==> src/rtl/bird_ctrl.sv <==
// Purpose : flappy-bird sprite controller: flap sync/edge detect, gravity/flap physics, READY/FLY/DEAD FSM.
// Latency : flap needs 2 sync clocks before its edge is seen; y/vel/state move only on frame ticks, boxes follow combinationally.
// Backpressure: none; a flap edge or hit is held pending until the next frame tick consumes it.
module bird_ctrl #(
  parameter int IX       = 160,
  parameter int IY       = 240,
  parameter int H_SIZE   = 8,
  parameter int D_HEIGHT = 480,
  parameter int GRAVITY  = 1,
  parameter int FLAP_VEL = 6,
  parameter int MAX_FALL = 8
) (
  input  logic        i_clk,
  input  logic        i_rst,
  input  logic        i_ani_stb,
  input  logic        i_animate,
  input  logic        i_flap,
  input  logic        i_hit,
  output logic [11:0] o_x1,
  output logic [11:0] o_x2,
  output logic [11:0] o_y1,
  output logic [11:0] o_y2,
  output logic [1:0]  o_state,
  output logic [15:0] o_time
);

  typedef enum logic [1:0] {READY = 2'd0, FLY = 2'd1, DEAD = 2'd2} state_t;

  localparam logic [11:0]        Y_START  = 12'(IY);
  localparam logic [11:0]        Y_LAUNCH = 12'(IY - FLAP_VEL);
  localparam logic [11:0]        Y_CEIL   = 12'(H_SIZE);
  localparam logic [11:0]        Y_FLOOR  = 12'(D_HEIGHT - H_SIZE);
  localparam logic signed [12:0] Y_CEIL_S  = 13'(H_SIZE);
  localparam logic signed [12:0] Y_FLOOR_S = 13'(D_HEIGHT - H_SIZE);
  localparam logic signed [7:0]  V_FLAP   = 8'(-FLAP_VEL);
  localparam logic signed [8:0]  V_MAX    = 9'(MAX_FALL);
  localparam logic signed [8:0]  V_GRAV   = 9'(GRAVITY);

  state_t             state_q;
  logic [11:0]        y_q, y_d;
  logic signed [7:0]  vel_q, vel_d;
  logic [15:0]        time_q;
  logic               sync1_q, sync2_q, sync3_q;
  logic               flap_pend_q, hit_pend_q, landed_q;

  logic               tick, flap_edge, flap_now, hit_now, at_floor, at_ceil;
  logic signed [8:0]  vel_sum;
  logic signed [7:0]  vel_grav, step_vel;
  logic signed [12:0] y_sum;
  logic [15:0]        time_inc;

  assign tick      = i_ani_stb & i_animate;
  assign flap_edge = sync2_q & ~sync3_q;
  // A flap edge arriving in the tick cycle itself counts for that tick.
  assign flap_now  = flap_pend_q | flap_edge;
  assign hit_now   = hit_pend_q | (i_hit & (state_q == FLY));
  assign time_inc  = (time_q == 16'hFFFF) ? time_q : time_q + 16'd1;

  // One physics step: gravity (or flap while flying unhurt), then ceiling/floor clamping.
  always_comb begin
    vel_sum  = {vel_q[7], vel_q} + V_GRAV;
    vel_grav = (vel_sum > V_MAX) ? V_MAX[7:0] : vel_sum[7:0];
    step_vel = ((state_q == FLY) && !hit_now && flap_now) ? V_FLAP : vel_grav;
    y_sum    = $signed({1'b0, y_q}) + $signed({{5{step_vel[7]}}, step_vel});
    at_floor = (y_sum >= Y_FLOOR_S);
    at_ceil  = (y_sum < Y_CEIL_S);
    y_d      = y_sum[11:0];
    vel_d    = step_vel;
    if (at_floor) begin
      y_d   = Y_FLOOR;
      vel_d = 8'sd0;
    end else if (at_ceil) begin
      y_d   = Y_CEIL;
      vel_d = 8'sd0;
    end
  end

  // Flap synchronizer, pending flags and the READY/FLY/DEAD state machine.
  always_ff @(posedge i_clk or negedge i_rst) begin
    if (!i_rst) begin
      sync1_q     <= 1'b0;
      sync2_q     <= 1'b0;
      sync3_q     <= 1'b0;
      flap_pend_q <= 1'b0;
      hit_pend_q  <= 1'b0;
      landed_q    <= 1'b0;
      state_q     <= READY;
      y_q         <= Y_START;
      vel_q       <= 8'sd0;
      time_q      <= 16'd0;
    end else begin
      sync1_q     <= i_flap;
      sync2_q     <= sync1_q;
      sync3_q     <= sync2_q;
      flap_pend_q <= tick ? 1'b0 : flap_now;
      if ((state_q == FLY) && i_hit) hit_pend_q <= 1'b1;
      if (tick) begin
        case (state_q)
          READY: begin
            if (flap_now) begin
              state_q <= FLY;
              y_q     <= Y_LAUNCH;
              vel_q   <= V_FLAP;
              time_q  <= 16'd0;
            end
          end
          FLY: begin
            time_q   <= time_inc;
            y_q      <= y_d;
            vel_q    <= vel_d;
            landed_q <= at_floor;
            if (hit_now || at_floor) state_q <= DEAD;
          end
          DEAD: begin
            if (landed_q) begin
              if (flap_now) begin
                state_q    <= READY;
                y_q        <= Y_START;
                vel_q      <= 8'sd0;
                hit_pend_q <= 1'b0;
                landed_q   <= 1'b0;
              end
            end else begin
              y_q      <= y_d;
              vel_q    <= vel_d;
              landed_q <= at_floor;
            end
          end
          default: state_q <= READY;
        endcase
      end
    end
  end

  assign o_x1    = 12'(IX - H_SIZE);
  assign o_x2    = 12'(IX + H_SIZE);
  assign o_y1    = y_q - Y_CEIL;
  assign o_y2    = y_q + Y_CEIL;
  assign o_state = state_q;
  assign o_time  = time_q;

endmodule
==> config.mk <==
export PLATFORM = sky130hd
export DESIGN_NAME = bird_ctrl
export DESIGN_NICKNAME = d
export VERILOG_FILES = /design/src/rtl/bird_ctrl.sv
export SDC_FILE = /design/constraint.sdc
export NUM_CORES = 1
export LEC_CHECK = 0
export CORE_ASPECT_RATIO = 0.9
export CORE_MARGIN = 10
export CORE_UTILIZATION = 45
export DETAILED_ROUTE_END_ITERATION = 8
export PLACE_DENSITY = 0.74
export SYNTH_ARGS = -nofsm -noshare
export SYNTH_HDL_FRONTEND = slang
export SYNTH_SLANG_ARGS = --single-unit
==> constraint.sdc <==
create_clock -name i_clk -period 12.3 [get_ports i_clk]
set_clock_uncertainty 0.1 [all_clocks]
set_input_delay 2.46 -clock i_clk [delete_from_list [all_inputs] [get_ports i_clk]]
set_output_delay 2.46 -clock i_clk [all_outputs]
set_load 0.005 [all_outputs]
After elaboration in Yosys (flattened, before gate mapping) --
Cells that the tools add are included.
Operators by class: add/subtract/negate cells 5, order comparisons 3, equality and inequality tests 9, muxes and demuxes 31, bitwise logic cells 6, reductions and logical operators 13
Operator list (count):
- $mux 12 | 5
- $mux 8 | 7
- $pmux 12 s3 | 1
- $mux 16 | 2
- $pmux 16 s2 | 1
- $pmux 8 s3 | 1
- $add 16x1->16 const B | 1
- $eq 16x16->1 const B | 1
- $add 13x8->13 | 1
- $ge 13x10->1 const B | 1
- $lt 13x5->1 const B | 1
- $add 12x4->12 const B | 1
- $sub 12x4->12 const B | 1
- $add 8x2->9 const B | 1
- $gt 9x5->1 const B | 1
- $mux 1 | 8
- $mux 2 | 4
- $ne 2x2->1 const B | 4
- $reduce_and 4->1 | 2
- $pmux 2 s3 | 1
- $reduce_and 5->1 | 1
- $reduce_bool 2->1 | 2
- $and 1x1->1 | 3
- $logic_and 1x1->1 | 3
- other kinds (12) | 13
Word-level totals: flip-flop bits (word level) 44, input bits 6, output and inout port bits 66, word-level logic and storage cells 77

Logic depth before layout (Yosys ltp) --
word-level depth 13, gate-level depth with buffers 21, mapped depth without buffers 17

Worst setup path before layout --
OpenSTA, ideal clock, no wires.
path kind input port to flip-flop, from input port i_hit, to register y_q[2], library setup time 64 ps, arrival 5721 ps, data required time 12136 ps, slack 6415 ps, stages on the path 16, buffers on the path 3, cell sequence nor2_1 o211ai_1 clkbuf_1 o21ai_0 ha_1 clkbuf_1 a21oi_1 o21ai_0 or4_1 o22ai_1 xnor2_1 nor4_4 nand2_2 buf_4 a2111oi_2 a21o_1
Between the ends: cells in the longest elaborated chain, start to end 12, elaborated cells on any way between the ends 13
RTL lines:
- from (decl) | RTL line 18 | input logic i_hit,
- $and 1x1->1 (*) | RTL line 56 | assign hit_now = hit_pend_q | (i_hit & (state_q == FLY));
- $or 1x1->1 (*) | RTL line 56
- $logic_not 1->1 (*) | RTL line 63 | step_vel = ((state_q == FLY) && !hit_now && flap_now) ? V_FLAP : vel_grav;
- $logic_and 1x1->1 (*) (2 in series) | RTL line 63
- $mux 8 (*) | RTL line 63
- $add 13x8->13 (*) | RTL line 64 | y_sum = $signed({1'b0, y_q}) + $signed({{5{step_vel[7]}}, step_vel});
- $lt 13x5->1 | RTL line 66 | at_ceil = (y_sum < Y_CEIL_S);
- $mux 12 | RTL line 72 | end else if (at_ceil) begin
- $mux 12 (*) | RTL line 69 | if (at_floor) begin
- $mux 12 | RTL line 115 | if (landed_q) begin
- $pmux 12 s3 (*) | RTL line 98 | case (state_q)
- to (signal assigned) | RTL line 109 | y_q <= y_d;
- to (signal assigned) | RTL line 124 | y_q <= y_d;
- to (decl) | RTL line 40 | logic [11:0] y_q, y_d;
Mark *: on every way between the ends. The rest lies on a longest branch, timed or not. A chain may end at the register's enable or synchronous reset.

Worst setup path in the final report --
from input port i_hit, to register landed_q
Between the ends: cells in the longest elaborated chain, start to end 10
RTL lines:
- $and 1x1->1 (*) | RTL line 56
- $or 1x1->1 (*) | RTL line 56
- $logic_not 1->1 (*) | RTL line 63
- $logic_and 1x1->1 (*) (2 in series) | RTL line 63
- $mux 8 (*) | RTL line 63
- $add 13x8->13 (*) | RTL line 64
- $ge 13x10->1 (*) | RTL line 65 | at_floor = (y_sum >= Y_FLOOR_S);
- $mux 1 | RTL line 115
- $pmux 1 s2 (*) | RTL line 98
- to (signal assigned) | RTL line 111 | landed_q <= at_floor;
- to (signal assigned) | RTL line 126 | landed_q <= at_floor;
- to (decl) | RTL line 44 | logic flap_pend_q, hit_pend_q, landed_q;
Marked as above.

==> results.cfg <==
[synthesis]
synth-edff-count = 0
avgSynthCellArea_um2 = 8.70
synth.distinct_cells = 77
yosys-mux-area-fraction_pct = 1.07
ys_ff_latch = 44
yosysSeqAreaShare_pct = 27.8
synthAdderAreaFrac_pct = 7.73
async_reset_ff_share_pct = 100
synth_top_family_by_area = compound AO/OA/AOI/OAI gates
ys_warn_count = 0
syn_area_um2 = 3980
synth_compound_area_share_pct = 23.4
yosys_most_used_dff = dfrtp_1
synth-xor-area-share_pct = 8.79
synthCells = 458
synthSimpleGateAreaFrac_pct = 20.9

[cts]
cts.clk_slew.worst_paths_ns = 0.08
cts_buffers = 5
clock_path_buffers = 2
clock-sinks = 44
cts_tree = yes
postCtsSetupBuffers = 0
postCtsHoldBufs = 0
htree_levels = 2
clockRootBuffer = clkbuf_8
worstSkewPairLatency_ns = 0.30
cts_resized = 0

[grt]
grt_first_pass_wirelength_mm = 16.6
grt_usage_pct = 15.0
antenna_found_initial = 0
grt-ovfl-total = 0
grt_pass1_vias = 3311
grt_max_degree = 45

[routing]
route.detailed.drc = 0
avgRoutedWirePerCell_um = 16.9
drt_iter0_markers = 252
wl_mm = 10.1
vias_per_cell = 5.81
vias = 3486
first_pass_iters = 6
postRouteAntennaNets = 0

[critical_path]
r2r_cells = 17
crit_chain = clkdlybuf4s50_1 -> nor2_1 -> o211ai_1 -> o21ai_0 -> ha_1 -> a21oi_1 -> o21ai_0 -> a311oi_1 -> a21o_1 -> a211oi_2 -> a311o_1 -> nand4_1 -> nand2_2 -> nand2b_1 -> o31ai_1
crit_slowest_cell = o21ai_0
setup.worst_path.end = landed_q
slowest_delay_ns = 0.57
startpoint_type = primary input
end_kind = register
timing.rr.end = landed_q
crit_top_cell = o21ai_0
cp.required_ns = 12.41
crit_arrival_ns = 7.06
reg2reg_from = vel_q[0]
crit_type = primary input to register
crit_path_max_fanout = 12
rrSetupSlack_ns = 6.43
crit_start = i_hit

[finish]
finalNetCount = 510
synthToLayoutAreaGrowth_pct = 11.6
multi_input_area_um2 = 2560
nFillCells = 796
final_cell_mix = 46 x clkdlybuf4s50_1, 40 x dfrtp_1, 33 x nor2_1
regArea_um2 = 1110
design_area_um2 = 4450
drive_gt1_share_pct = 7.07
layout_commonest_cell = clkdlybuf4s50_1
insertedDiodeCount = 0

[timing]
fin_ws_ns = 5.35
finalSetupViolCount = 0
finalSetupTns_ns = 0
fmax_mhz = 144
fin_crit_ns = 6.95
max_slew.worst_pin.slew_ns = 1.25
timing.final.crit_share_pct = 56.5
rsz0062_at_grt = no
slew_headroom_pct = 16.2
slew_violations = 0
hold_viol_final = 0

[die]
core_um2 = 8610
io_pins = 72
row_count = 32
initial_core_util_pct = 46.3
die_h_um = 109
die_width_um = 119
dieArea_um2 = 13000

[min_path]
hp-class = register to register
hold_start = sync1_q

[placed_design]
gp_congestion = 0.907
placement.io_buffers = 47
pre_cts_ws_ns = 5.24
hpwl_mm = 7.81
dpl_cell_area_um2 = 4360

[power]
power_density_nw_per_um2 = 255
leakagePower_nw = 1.81
ir_drop_uv = 138

[flow_run]
maxCapViolations = 0

[outcome]
status = finished clean
synth_stat cells (6+ instances only):
library cell   n  area, um2
nor2_1        33        124
nor3b_1        7       52.6
and3_1         6       37.5
clkbuf_1      19       71.3
a21o_1         9       67.6
nand3_1       16       80.1
nand2_1       32        120
xnor2_1       22        193
nor3_1         6       30.0
o21ai_0       16       80.1
a21oi_1       25        125
ha_1          23        288
nand4_1       16        100
o22a_1         8       70.1
xor2_1        18        158
buf_4         32        240
dfrtp_1       40       1000
inv_1         18       67.6
critical path: cells and delay by family:
kind,cells,cell delay [ns]
AOI/OAI and AO/OA,9,2.91
buffers and inverters,1,0.47
and+or+nand+nor,4,0.77
adders and majority gates,1,0.44
per-layer routing:
metal  global-route usage (%)  part of all wire [%]  vias to the layer above
met2                     26.0                    48                      109
met4                     3.66                   1.0                        0
met3                     2.84                   6.4                        9
met1                     19.0                    44                     1710
li1                         -                     -                     1658
met5                        0                     0                        -
power by group:
group / internal, mW / leakage, nW / total (mW) / switching (mW)
Clock: 0.0459 / 0.0455 / 0.0944 / 0.0486
Sequential: 0.181 / 0.555 / 0.245 / 0.0638
Combinational: 0.333 / 1.21 / 0.796 / 0.463
Total: 0.560 / 1.81 / 1.14 / 0.576
cell type report:
cell class	count	share of cell area (%)
Clock buffer	8	2.03
Tap cell	119	3.35
Multi-Input combinational cell	363	57.6
Sequential cell	44	24.9
Inverter	18	1.52
Timing Repair Buffer	48	10.6
registers in the layout, indices dropped and copies added (netlist names):
signal       cells
flap_pend_q      1
o_state          2
y_q             12
sync2_q          1
sync3_q          1
vel_q            8
landed_q         1
o_time          16
hit_pend_q       1
sync1_q          1
how the worst min path moves through the flow:
stage          endpoint  cells after the start
2_1_floorplan   sync2_q                      0
3_3_place_gp    sync2_q                      0
3_5_place_dp    sync2_q                      0
4_1_cts         sync2_q                      0
5_1_grt         sync2_q                      0
6_report        sync2_q                      0
per-stage QoR:
stage	std cells	hold WS [ns]	total power, mW	util, %
CTS	600	0.260	1.13	51.7
global placement	592	0.238	1.01	50.6
floorplan	480	0.231	0.808	-
detailed placement	592	0.241	1.02	50.6
global route	600	0.271	1.22	51.7
finish	600	0.257	1.14	51.7
cells by family (layout without fill, tap and decap cells):
| group | count (synthesis) | count (layout) |
|---|---|---|
| DFF | 44 | 44 |
| adders and majority gates | 24 | 24 |
| other | 2 | 24 |
| buffers and inverters | 73 | 74 |
| and+or+nand+nor | 152 | 152 |
| xor gates and xnor gates | 40 | 40 |
| muxes | 4 | 4 |
| AOI/OAI and AO/OA | 119 | 119 |
Note: power is estimated with default switching activity, not from simulation.
